**src/rtl/scrambler_par.sv**
```systemverilog
// 802.11a scrambler/descrambler (x^7 + x^4 + 1) processing W bits per beat with valid/ready on both sides.
// Descramble mode rebuilds the LFSR state from the all-zero SERVICE bits before switching to normal operation.
module scrambler_par #(
    parameter int W         = 1,
    parameter int SYNC_BITS = 7
) (
    input  logic         clk,
    input  logic         reset,
    input  logic         start,
    input  logic         mode,
    input  logic [6:0]   seed,
    input  logic         in_valid,
    input  logic [W-1:0] in_data,
    output logic         in_ready,
    output logic         out_valid,
    output logic [W-1:0] out_data,
    input  logic         out_ready,
    output logic [6:0]   state_out,
    output logic         locked,
    output logic         seed_err
);

    localparam int CNT_W = (SYNC_BITS < 1) ? 1 : $clog2(SYNC_BITS + 1);
    localparam logic [CNT_W-1:0] SYNC_END = CNT_W'(SYNC_BITS);
    localparam logic [CNT_W-1:0] CNT_ONE  = CNT_W'(1);

    typedef enum logic [1:0] {
        ST_IDLE,
        ST_SYNC,
        ST_RUN
    } fsm_t;

    fsm_t             state_reg;
    logic [6:0]       lfsr_reg;
    logic [6:0]       lfsr_next;
    logic [CNT_W-1:0] cnt_reg;
    logic [CNT_W-1:0] cnt_next;
    logic             out_valid_reg;
    logic [W-1:0]     out_data_reg;
    logic [W-1:0]     data_next;
    logic             seed_err_reg;
    logic             in_fire;

    assign in_ready  = (state_reg != ST_IDLE) && !start && (!out_valid_reg || out_ready);
    assign in_fire   = in_valid && in_ready;
    assign out_valid = out_valid_reg;
    assign out_data  = out_data_reg;
    assign state_out = lfsr_reg;
    assign locked    = (state_reg == ST_RUN);
    assign seed_err  = seed_err_reg;

    // One beat = W serial LFSR steps, bit 0 first. While syncing, received bits are
    // shifted straight into the state; leftover bits of that beat already run normally.
    always_comb begin
        lfsr_next = lfsr_reg;
        cnt_next  = cnt_reg;
        data_next = '0;
        for (int i = 0; i < W; i++) begin
            if ((state_reg == ST_SYNC) && (cnt_next < SYNC_END)) begin
                lfsr_next = {lfsr_next[5:0], in_data[i]};
                cnt_next  = cnt_next + CNT_ONE;
            end else begin
                data_next[i] = in_data[i] ^ lfsr_next[6] ^ lfsr_next[3];
                lfsr_next    = {lfsr_next[5:0], lfsr_next[6] ^ lfsr_next[3]};
            end
        end
    end

    always_ff @(posedge clk or posedge reset) begin
        if (reset) begin
            state_reg     <= ST_IDLE;
            lfsr_reg      <= '0;
            cnt_reg       <= '0;
            out_valid_reg <= 1'b0;
            out_data_reg  <= '0;
            seed_err_reg  <= 1'b0;
        end else begin
            seed_err_reg <= 1'b0;
            if (start) begin
                // A new frame discards any beat still waiting downstream.
                out_valid_reg <= 1'b0;
                cnt_reg       <= '0;
                if (!mode) begin
                    state_reg <= ST_RUN;
                    if (seed == 7'd0) begin
                        lfsr_reg     <= 7'h7F;
                        seed_err_reg <= 1'b1;
                    end else begin
                        lfsr_reg <= seed;
                    end
                end else begin
                    state_reg <= ST_SYNC;
                    lfsr_reg  <= '0;
                end
            end else if (in_fire) begin
                lfsr_reg      <= lfsr_next;
                cnt_reg       <= cnt_next;
                out_data_reg  <= data_next;
                out_valid_reg <= 1'b1;
                if ((state_reg == ST_SYNC) && (cnt_next == SYNC_END)) begin
                    state_reg <= ST_RUN;
                end
            end else if (out_valid_reg && out_ready) begin
                out_valid_reg <= 1'b0;
            end
        end
    end

endmodule

```
**config.mk**
```make
export PLATFORM = sky130hd
export DESIGN_NAME = scrambler_par
export DESIGN_NICKNAME = d
export VERILOG_FILES = /design/src/rtl/scrambler_par.sv
export SDC_FILE = /design/constraint.sdc
export NUM_CORES = 1
export LEC_CHECK = 0
export ABC_AREA = 1
export CAP_MARGIN = 25
export CORE_MARGIN = 2
export CORE_UTILIZATION = 35
export CTS_CLUSTER_SIZE = 10
export DETAILED_ROUTE_END_ITERATION = 16
export PLACE_DENSITY = 0.62
export SYNTH_ARGS = -nofsm -noshare
export SYNTH_HDL_FRONTEND = slang
export SYNTH_SLANG_ARGS = --single-unit
```
**constraint.sdc**
```tcl
create_clock -name clk -period 2.5 [get_ports clk]
set_input_delay 0.375 -clock clk [delete_from_list [all_inputs] [get_ports clk]]
set_output_delay 0.375 -clock clk [all_outputs]
set_load 0.02 [all_outputs]
```
==> results.yml <==
status:
  status: "complete, no violations"
synthesis:
  yosysUniqueCellTypes: 23
  syn_avg_cell_area_sq_um: 8.09
  synthTopCellsByArea: "dfrtp_1, nand2_1, inv_1"
  synth.top_cell.area_share_pct: 41.0
  ys_ff_latch: 15
  synthesis.nets: 128
  synthesis.instances: 113
  synth.largest_area_cell: "dfrtp_1"
  netlist_area_sq_um: 915
  synth_seq_area_share_pct: 41.0
  yosysWarnings: 0
route:
  dr.pass1.iters: 4
  drt_wl_total_um: 1940
  vias: 816
  post_drt_via_cell_ratio: 4.74
  post_drt_wl_per_cell_um: 11.3
  ant_nets: 0
  drt_iter0_drc: 7
  drc: 0
cells_and_area:
  diodes: 0
  drive_gt1_share_pct: 14.1
  final_common_cell: "nand2_1"
  syn_to_final_growth_pct: 33.9
  largest_reg_flops: 7
  nets: 158
  most-common-layout-cells: "nand2_1, clkdlybuf4s50_1, inv_1"
power_and_ir_drop:
  internal-power_uw: 435
  switchingPower_uw: 223
  power_frac_comb_pct: 33.6
  cellPowerDensity_nw_per_um2: 537
  leakage_nw: 0.576
  clock_power_share_pct: 21.7
  p_seq_share_pct: 44.7
  ir_drop_uv: 300
  p_sw_share_pct: 34.0
global_routing:
  overflow: 0
  grt_usage_pct: 15.8
  first_global_vias: 783
  use_met2_pct: 26.2
  use_met3_pct: 3.49
  busiest_layer: "met2"
  grt_max_degree: 16
  antenna_found_initial: 0
  grt_pass1_wl_um: 3410
  use_met1_pct: 20.4
clock_tree:
  clk_latency_ns: 0.29
  cts_buffers: 3
  cts_resized: 0
  cts.clk_slew.worst_paths_ns: 0.10
  cts_tree: "done"
  postCtsSetupBuffers: 0
  cts_buffer_depth: 2
  cts_hold_buf: 0
  root_buffer: "clkbuf_4"
  clock_sinks: 15
  htree_num_levels: 1
worst_setup_path:
  max_stage_delay_ns: 0.61
  slowest_stage: "clkdlybuf4s50_1"
  crit_top_cell: "clkdlybuf4s50_1"
  start_kind: "input pin"
  cp.arrival_ns: 1.77
  crit_type: "in2out"
  path_max_fanout: 2
  endpoint_kind: "output pin"
  cp-startpoint: "out_ready"
  reg2reg_from: "out_valid"
  worstPathCellList: "clkdlybuf4s50_1 > inv_1 > nand2_1 > nand2_4 > nor2_4 > clkdlybuf4s50_1"
  cp.required_ns: 2.12
timing:
  finalHoldViolations: 0
  fin_crit_ns: 2.15
  holdWs_ns: 0.437
  worstMarginPinSlew_ns: 0.567
  fmax_ghz: 0.466
  slew_violations: 0
  relSlewSlack_pct: 62.2
  clock_skew_ns: 0.00960
  setup_viol: 0
  rsz0062_at_grt: "no"
  finalCritPeriodShare_pct: 85.9
  setup_tns_ns: 0
worst_hold_path:
  hold_class: "in2async"
floorplanning:
  die_h_um: 55.1
  row_count: 18
  start_util_pct: 36.9
  fp.coreArea_sq_um: 2480
  ios: 26
  dieArea_sq_um: 3040
  die_x_um: 55.1
job:
  drv_cap: 0
placed_design:
  io_buffers: 25
  gp_congestion: 0.790
  hpwl_um: 1580
==> path summary, 6_finish.rpt <==
kind	to	depth (start not counted)	slack [ns]
setup / recovery	in_ready	6	0.35
min in group clk	out_data	2	0.50
setup reg to reg	cnt_reg[0]	8	1.07
hold reg to reg	out_data	2	0.50
max in group asynchronous	cnt_reg[1]	2	1.68
hold / removal	state_out[0]	2	0.44
==> kinds of logic (layout without fill, tap and decap cells) <==
family | Yosys count | count (layout) | synth area share, %
buffers and inverters | 21 | 50 | 9.71
and+or+nand+nor | 50 | 50 | 28.6
adders and majority gates | 1 | 1 | 1.37
AOI/OAI and AO/OA | 24 | 24 | 17.4
xor gates and xnor gates | 2 | 2 | 1.92
DFF | 15 | 15 | 41.0
==> per-layer routing <==
metal	vias to the layer above	share of wire, %
li1	420	-
met1	373	47
met2	23	49
met3	0	4.3
met4	0	0
met5	-	0
==> stage by stage <==
step	worst slack [ns]	instance area [sq um]	std cells	util [%]	power, mW
after floorplan	1.18	915	113	-	0.428
after global placement	0.365	1200	168	48.4	0.519
after detailed placement	0.341	1200	168	48.4	0.523
after CTS	0.343	1220	172	49.4	0.666
after global routing	0.240	1220	172	49.4	0.704
final	0.353	1220	172	49.4	0.658
==> final cells by class <==
cell class / count / area [sq um]
sequential: 15 / 375
clock buffer: 4 / 26.3
fill: 266 / 1250
inverter: 20 / 77.6
multi-input combinational: 77 / 450
timing repair buffer: 26 / 258
tap: 30 / 37.5
==> worst max-delay path, delay by kind of cell <==
| family | cells | cell delay [ns] |
|---|---|---|
| buf+inv | 3 | 1.10 |
| simple gates | 3 | 0.29 |
==> Yosys cell counts <==
cell,n
o211ai_1,3
buf_6,1
nand3_1,6
a21oi_1,1
inv_4,1
nand2_1,27
o21ai_1,3
nand3b_1,1
dfrtp_1,15
nand4_1,1
nor3_4,1
nor2_1,7
o22ai_1,1
ha_1,1
inv_1,19
xor2_1,1
o21ai_2,6
nor2_4,4
xnor2_1,1
o211ai_2,1
nand2_2,1
nand2_4,2
o21ai_0,9
==> power groups by stage <==
stage                     Combinational, mW  Clock (mW)  Sequential [mW]
final                                 0.221       0.143            0.294
after global routing                  0.247       0.158            0.299
after CTS                             0.225       0.146            0.295
after detailed placement              0.223           0            0.299
after global placement                0.220           0            0.299
after floorplan                       0.104           0            0.324
Note: power is estimated with default switching activity, not from simulation.
